[src/rtl/if_queue.sv]
// if_queue: fetch-to-decode instruction queue.
//
// Buffers up to DEPTH fetched instructions {pc, insn, predicted-taken bit}
// between the fetch and decode stages using valid/ready handshakes.
//
// Ports:
//   clk, rst_n          clock (rising edge) and asynchronous active-low reset
//   cpu_en              global enable; 0 freezes the queue (no push, no pop)
//   if_flush            drop all entries; takes effect even while cpu_en = 0
//   in_valid/in_ready   fetch-side handshake
//   in_pc/in_insn/in_predt_br_taken     entry presented by fetch
//   out_valid/out_ready decode-side handshake
//   out_pc/out_insn/out_predt_br_taken  head entry, zeroed while out_valid = 0
//   count               current occupancy (0..DEPTH)
//
// in_ready and out_valid depend only on cpu_en and registered state, so no
// combinational path exists from in_valid or out_ready to the handshakes.
module if_queue #(
  parameter int unsigned DEPTH  = 4,
  parameter int unsigned PC_W   = 32,
  parameter int unsigned INSN_W = 32
) (
  input  logic                     clk,
  input  logic                     rst_n,
  input  logic                     cpu_en,
  input  logic                     if_flush,
  input  logic                     in_valid,
  output logic                     in_ready,
  input  logic [PC_W-1:0]          in_pc,
  input  logic [INSN_W-1:0]        in_insn,
  input  logic                     in_predt_br_taken,
  output logic                     out_valid,
  input  logic                     out_ready,
  output logic [PC_W-1:0]          out_pc,
  output logic [INSN_W-1:0]        out_insn,
  output logic                     out_predt_br_taken,
  output logic [$clog2(DEPTH):0]   count
);

  localparam int unsigned AW = $clog2(DEPTH);
  localparam int unsigned CW = AW + 1;
  localparam logic [CW-1:0] FullCount = CW'(DEPTH);

  logic [AW-1:0] wr_ptr_q, wr_ptr_d;
  logic [AW-1:0] rd_ptr_q, rd_ptr_d;
  logic [CW-1:0] count_q, count_d;

  // Storage has no reset: flush and reset only clear pointers and count.
  logic [PC_W-1:0]   pc_mem    [DEPTH];
  logic [INSN_W-1:0] insn_mem  [DEPTH];
  logic              predt_mem [DEPTH];

  logic push;
  logic pop;

  // Readiness does not anticipate a same-cycle pop: a full queue refuses pushes.
  assign in_ready  = cpu_en & (count_q != FullCount);
  assign out_valid = cpu_en & (count_q != '0);

  // in_ready / out_valid already include cpu_en.
  assign push = in_valid & in_ready & ~if_flush;
  assign pop  = out_valid & out_ready & ~if_flush;

  always_comb begin
    wr_ptr_d = wr_ptr_q;
    rd_ptr_d = rd_ptr_q;
    count_d  = count_q;
    if (if_flush) begin
      wr_ptr_d = '0;
      rd_ptr_d = '0;
      count_d  = '0;
    end else begin
      // DEPTH is a power of two, so natural overflow wraps modulo DEPTH.
      if (push) wr_ptr_d = wr_ptr_q + AW'(1);
      if (pop)  rd_ptr_d = rd_ptr_q + AW'(1);
      unique case ({push, pop})
        2'b10:   count_d = count_q + CW'(1);
        2'b01:   count_d = count_q - CW'(1);
        default: count_d = count_q;
      endcase
    end
  end

  always_ff @(posedge clk or negedge rst_n) begin
    if (!rst_n) begin
      wr_ptr_q <= '0;
      rd_ptr_q <= '0;
      count_q  <= '0;
    end else begin
      wr_ptr_q <= wr_ptr_d;
      rd_ptr_q <= rd_ptr_d;
      count_q  <= count_d;
    end
  end

  always_ff @(posedge clk) begin
    if (push) begin
      pc_mem[wr_ptr_q]    <= in_pc;
      insn_mem[wr_ptr_q]  <= in_insn;
      predt_mem[wr_ptr_q] <= in_predt_br_taken;
    end
  end

  // Decode sees an all-zero (NOP-equivalent) entry whenever the head is invalid.
  always_comb begin
    out_pc             = '0;
    out_insn           = '0;
    out_predt_br_taken = 1'b0;
    if (out_valid) begin
      out_pc             = pc_mem[rd_ptr_q];
      out_insn           = insn_mem[rd_ptr_q];
      out_predt_br_taken = predt_mem[rd_ptr_q];
    end
  end

  assign count = count_q;

endmodule

[config.mk]
export PLATFORM = sky130hd
export DESIGN_NAME = if_queue
export DESIGN_NICKNAME = d
export VERILOG_FILES = /design/src/rtl/if_queue.sv
export SDC_FILE = /design/constraint.sdc
export NUM_CORES = 1
export LEC_CHECK = 0
export CAP_MARGIN = 20
export CORE_MARGIN = 2
export CORE_UTILIZATION = 40
export DETAILED_ROUTE_END_ITERATION = 16
export PLACE_DENSITY = 0.61
export RECOVER_POWER = 100
export SETUP_SLACK_MARGIN = 0.2
export SYNTH_ARGS = -nofsm -noshare
export SYNTH_HDL_FRONTEND = slang
export SYNTH_SLANG_ARGS = --single-unit
[constraint.sdc]
create_clock -name clk -period 4 [get_ports clk]
set_input_delay 0.8 -clock clk [delete_from_list [all_inputs] [get_ports clk]]
set_output_delay 0.8 -clock clk [all_outputs]
set_load 0.1 [all_outputs]
==> out/qor.yml, run 1 <==
status: "completed"
worstSetupEndpointType: "primary output"
ios: 141
final_cell_mix: "edfxtp_1 (260), dlygate4sd3_1 (70), mux4_2 (65), nor2b_1 (65), clkbuf_2 (53)"
finalWirelength_um: 20100
worstSetupStartpointType: "input port"
post_synth_fa_ha_maj_area_fraction_pct: 0.678
syn_nets: 545
htreeDepth: 1
startpoint: "cpu_en"
p_leak_nw: 4.12
synth_top_area_share_pct: 75.5
synth_cell_types: 36
crit_slowest_cell: "dlygate4sd3_1"
synth_xor_area_share_pct: 0.254
syn_area_um2: 10300
start_util_pct: 40.9
vias_per_cell: 5.08
die_h_um: 165
dr_total_vias: 4975
die_area_um2: 27100
antenna_found_initial: 2
relSlewSlack_pct: 23.1
clk_latency_ns: 0.52
hold_violations: 0
worstMarginPinSlew_ns: 1.16
grt_pass1_wl_um: 30100
layout_min_cycle_time_ns: 3.66
muxShareOfSynthArea_pct: 14.5
numPortBuffers: 140
numCtsBuffers: 27
fin_skew_ns: 0.0176
syn_inst: 469
min-delay-path-class: "reg2reg"
hold_ws_ns: 0.585
fin_nets: 706
core.rowCount: 58
synth_edf_count: 260
cts.sinks: 267
fillers: 2105
cts_setup_buffers: 0
crit_arrival_ns: 2.86
path_cells: "dlygate4sd3_1 > o21ai_4 > buf_12 > buf_4 > nor2b_1 > buf_2"
die_w_um: 165
crit_path_max_incr_delay_ns: 0.78
ant_nets: 0
syn_area_per_cell_um2: 22.0
drt-initial-drc-count: 288
cts_hold_buf: 0
fin_tns_setup_ns: 0
yosys.area.top_type: "edfxtp_1"
worstPathMaxFanout: 31
crit_path_end: "out_insn[8]"
ys_seq_area_share_pct: 77.2
drc: 0
crit_type: "in2out"
clk_pin_slew_worst_paths_ns: 0.06
synth_simple_gate_area_share_pct: 5.02
dominantRegCellSynth: "edfxtp_1"
dp_hpwl_um: 12100
utilization_pct: 50.1
yosysWarnings: 0
gp_congestion: 0.713
track_usage_pct: 14.8
routedWlPerCell_um: 20.6
max_freq_mhz: 273
critPathRequiredTime_ns: 3.20
power.total_mw: 6.23
rrSetupSlack_ns: 1.12
core_area_um2: 25300
finalSetupViolations: 0
area_delta_synth_final_pct: 22.5
rsz0062_at_grt: "no"
synth_top_family_by_area: "multiplexers"
tritoncts: "done"
ff2ff_path_depth: 5
gr-total-overflow: 0
ir_worst_vdd_v: 0.000266
r2r-end: "pc_mem[2][22]"
drv_cap: 0
grt_pass1_vias: 5238
clock_path_buffers: 3
synth-seq-cells: 267
place_inst: 930
first_pass_iters: 4
drive_gt1_share_pct: 28.5
synth-compound-area-share_pct: 0.823
mostFrequentLayoutCell: "edfxtp_1"
synth_area_leaders: "edfxtp_1 (76%), mux4_2 (14%), nor2b_1 (3.9%)"
root_buffer: "clkbuf_16"
final_max_slew_viol_count: 0
finalNonFillerCells: 980
timing.rr.start: "count[0]"
power_density_nw_per_um2: 492
grt_max_degree: 68
period_share_pct: 91.6
post_cts_resized: 0
synth_async_sr_flop_share_pct: 2.62
==> synthesized netlist by cell type, types with 2 or more instances <==
cell	number
mux2i_1	2
nand2_1	3
nor3_1	2
buf_6	5
ha_1	4
inv_1	4
dfrtp_1	7
nor2_1	7
and2_1	4
nand2b_1	2
edfxtp_1	260
o21ai_0	2
a21oi_1	2
mux4_2	65
xnor2_1	2
clkbuf_1	4
buf_2	10
and2b_1	2
nor2b_1	65
==> critical path: cells and delay by family <==
kind	cells	cell delay [ns]
AO/OA/AOI/OAI	1	0.27
buffers and inverters	4	1.65
AND/OR/NAND/NOR	1	0.12
==> metrics by stage <==
| stage | worst slack [ns] | area [um^2] |
|---|---|---|
| floorplan | 0.176 | 10300 |
| global placement | 0.619 | 12000 |
| detailed placement | 0.558 | 12000 |
| CTS | 0.257 | 12800 |
| global route | 0.175 | 12700 |
| finish | 0.337 | 12700 |
==> per-layer routing <==
layer	GRT usage (%)	part of all wire, %	vias to the layer above
met4	4.43	2.5	2
met2	25.8	51	134
met3	2.46	4.7	37
met1	19.3	42	2579
li1	-	-	2223
met5	0	0.055	-
==> report_power, final <==
part           total, mW  switching [mW]  internal, mW
clock network       2.27           0.951          1.32
logic              0.819           0.598         0.221
registers           3.14          0.0276          3.11
total               6.23            1.58          4.65
==> sequential cells by signal, summed over array words and instances, names as in the netlist <==
signal / flops
count: 3
insn_mem: 128
pc_mem: 128
predt_mem: 4
rd_ptr_q: 2
wr_ptr_q: 2
==> final cells by class <==
| class | instances | area, um^2 | area share, % |
|---|---|---|---|
| Clock inverter | 5 | 27.5 | 0.217 |
| Multi-Input combinational cell | 176 | 2220 | 17.5 |
| Sequential cell | 267 | 7990 | 63.1 |
| Timing Repair Buffer | 153 | 1220 | 9.65 |
| Antenna cell | 1 | 2.50 | 0.0198 |
| Tap cell | 330 | 413 | 3.26 |
| Clock buffer | 43 | 776 | 6.13 |
| Inverter | 5 | 18.8 | 0.148 |
==> logic make-up after synthesis <==
group	count (synthesis)
DFF	267
and+or+nand+nor	87
muxes	68
buffers and inverters	27
AOI/OAI and AO/OA	12
adders and majority gates	5
xor gates and xnor gates	3
==> worst min path at each step <==
stage | startpoint | endpoint | slack (ns) | depth (start not counted)
5_1_grt | wr_ptr_q[1] | wr_ptr_q[1] | 0.63 | 2
3_3_place_gp | wr_ptr_q[1] | wr_ptr_q[1] | 0.55 | 2
4_1_cts | rst_n | rd_ptr_q[0] | 0.55 | 1
3_5_place_dp | wr_ptr_q[1] | wr_ptr_q[1] | 0.58 | 2
6_report | wr_ptr_q[1] | wr_ptr_q[1] | 0.59 | 2
2_1_floorplan | rst_n | count[0] | 0.50 | 0
Power figures use the tool's default switching activity.
==> inputs of run 2 (changes only) <==
==> constraint.sdc (replaced) <==
create_clock -name clk -period 3.6 [get_ports clk]
set_input_delay 0.72 -clock clk [delete_from_list [all_inputs] [get_ports clk]]
set_output_delay 0.72 -clock clk [all_outputs]
set_load 0.1 [all_outputs]
==> run 2 against run 1 <==
- routed wire length fell by 0.11%
- highest routed layer unchanged
- die area unchanged
- largest power group unchanged
- cell count shrank 0.10%
- critical endpoint is now out_pc[29]
==> out/qor.yml, run 2 (same netlist as run 1, synthesis figures left out) <==
dp_hpwl_um: 12100  # about the same
worstMarginPinSlew_ns: 1.22  # was 1.16 ns
post-place-ws_ns: 0.489  # was 0.558 ns
final_max_slew_viol_count: 0  # unchanged
layout_min_cycle_time_ns: 3.31
utilization_pct: 51.5  # was 50.1%
ant_nets: 0  # unchanged
power.total_mw: 7.15  # was 6.23 mW
fin_nets: 705  # was 706
crit_type: "reg2out"  # was in2out
crit_arrival_ns: 2.59  # was 2.86 ns
critPathRequiredTime_ns: 2.88  # was 3.20 ns
drc: 0  # unchanged
power_density_nw_per_um2: 549  # was 492 nW/um^2
drive_gt1_share_pct: 30.7  # was 28.5%
finalWirelength_um: 20100  # about the same
antenna_found_initial: 1  # was 2
cts.sinks: 267  # unchanged
worstSetupEndpointType: "primary output"  # unchanged
drt-initial-drc-count: 301  # was 288
final_cell_mix: "edfxtp_1 (260), dlygate4sd3_1 (69), mux4_2 (65), nor2b_1 (58), clkbuf_2 (47)"  # was edfxtp_1 (260), dlygate4sd3_1 (70), mux4_2 (65), nor2b_1 (65), clkbuf_2 (53)
period_share_pct: 91.8
largestRegisters: "insn_mem: 128 flops, pc_mem: 128 flops, predt_mem: 4 flops"  # unchanged
clk_pin_slew_worst_paths_ns: 0.06  # about the same
design_area_um2: 13000  # was 12700 um^2
place_inst: 929  # was 930
hold_violations: 0  # unchanged
rsz0062_at_grt: "no"  # unchanged
fin_tns_setup_ns: 0  # unchanged
root_buffer: "clkbuf_16"  # unchanged
mostFrequentLayoutCell: "edfxtp_1"  # unchanged
antenna_cells: 0  # was 1
start_util_pct: 40.9  # unchanged
grt_max_degree: 68  # unchanged
area_delta_synth_final_pct: 26.0  # was 22.5%
clk_latency_ns: 0.52  # about the same
worstPathMaxFanout: 35  # was 31
p_leak_nw: 4.25  # was 4.12 nW
grt_pass1_wl_um: 30700  # was 30100 um
die_area_um2: 27100  # unchanged
min-delay-path-class: "in2async"  # was reg2reg
first_pass_iters: 4  # unchanged
grt_pass1_vias: 5470  # was 5238
tritoncts: "done"  # unchanged
numCtsBuffers: 27  # unchanged
die_h_um: 165  # unchanged
post_cts_resized: 0  # unchanged
track_usage_pct: 15.0  # was 14.8%
gp_congestion: 0.791  # was 0.713
fin_skew_ns: 0.0111  # was 0.0176 ns
postPlaceCellArea_um2: 12900  # was 12000 um^2
hold_ws_ns: 0.547  # was 0.585 ns
die_w_um: 165  # unchanged
core.rowCount: 58  # unchanged
finalSetupViolations: 0  # unchanged
numPortBuffers: 140  # unchanged
core_area_um2: 25300  # unchanged
fin_ws_ns: 0.295  # was 0.337 ns
max_freq_mhz: 303
dr_total_vias: 4967  # was 4975
routedWlPerCell_um: 20.6  # about the same
finalNonFillerCells: 979  # was 980
worstSetupStartpointType: "flip-flop"  # was input port
vias_per_cell: 5.07  # was 5.08
ios: 141  # unchanged
drv_cap: 0  # unchanged
gr-total-overflow: 0  # unchanged
status: "completed"  # unchanged
ir_worst_vdd_v: 0.000303  # was 0.000266 V
clock_path_buffers: 3  # unchanged
htreeDepth: 1  # unchanged
relSlewSlack_pct: 18.8  # was 23.1%
## run 2: cell types whose count changed in the layout (fill, tap and decap cells not counted), moves of 6 or more
cell,delta
clkbuf_2,-6
clkbuf_1,-8
buf_12,+19
nor2b_1,-7
nor2b_2,+7
buf_4,-12
## run 2: critical path, cell delays in order (launching register included)
cell and delay (ns):
dfrtp_4 0.80, buf_12 0.32, mux4_2 0.37, nor2b_2 0.17, clkbuf_2 0.39
## run 2: repair_timing
action | in CTS | in global routing
hold buffers | 0 | 0
buffers inserted | 0 | 1
setup endpoints to repair | 0 | 1
## run 2: final timing paths
| check | cells after the start | endpoint | slack, ns | from |
|---|---|---|---|---|
| min in group clk | 2 | wr_ptr_q[0] | 0.63 | wr_ptr_q[0] |
| min reg2reg | 2 | wr_ptr_q[0] | 0.63 | wr_ptr_q[0] |
| max | 4 | out_pc[29] | 0.29 | rd_ptr_q[1] |
| max reg2reg | 5 | pc_mem[2][21] | 0.72 | count[1] |
| min | 1 | wr_ptr_q[1] | 0.55 | rst_n |
| max in group asynchronous | 1 | rd_ptr_q[0] | 2.76 | rst_n |
## run 2: metal layers
layer | part of all wire [%] | GRT usage [%] | up-vias
met5 | 0.080 | 0 | -
met1 | 41 | 18.9 | 2583
met3 | 4.9 | 2.59 | 30
met4 | 1.5 | 3.99 | 2
met2 | 53 | 26.8 | 130
li1 | - | - | 2222
## run 2: power by group
group / switching, mW / internal [mW]
combinational: 0.673 / 0.294
clock: 1.10 / 1.60
sequential: 0.0239 / 3.46
total: 1.79 / 5.36
## run 2: layout make-up
cell class | count | area, um^2
fill | 2023 | 12200
sequential | 267 | 7990
multi-input combinational | 175 | 2220
timing repair buffer | 153 | 1490
clock buffer | 34 | 742
tap | 330 | 413
clock inverter | 15 | 140
inverter | 5 | 18.8
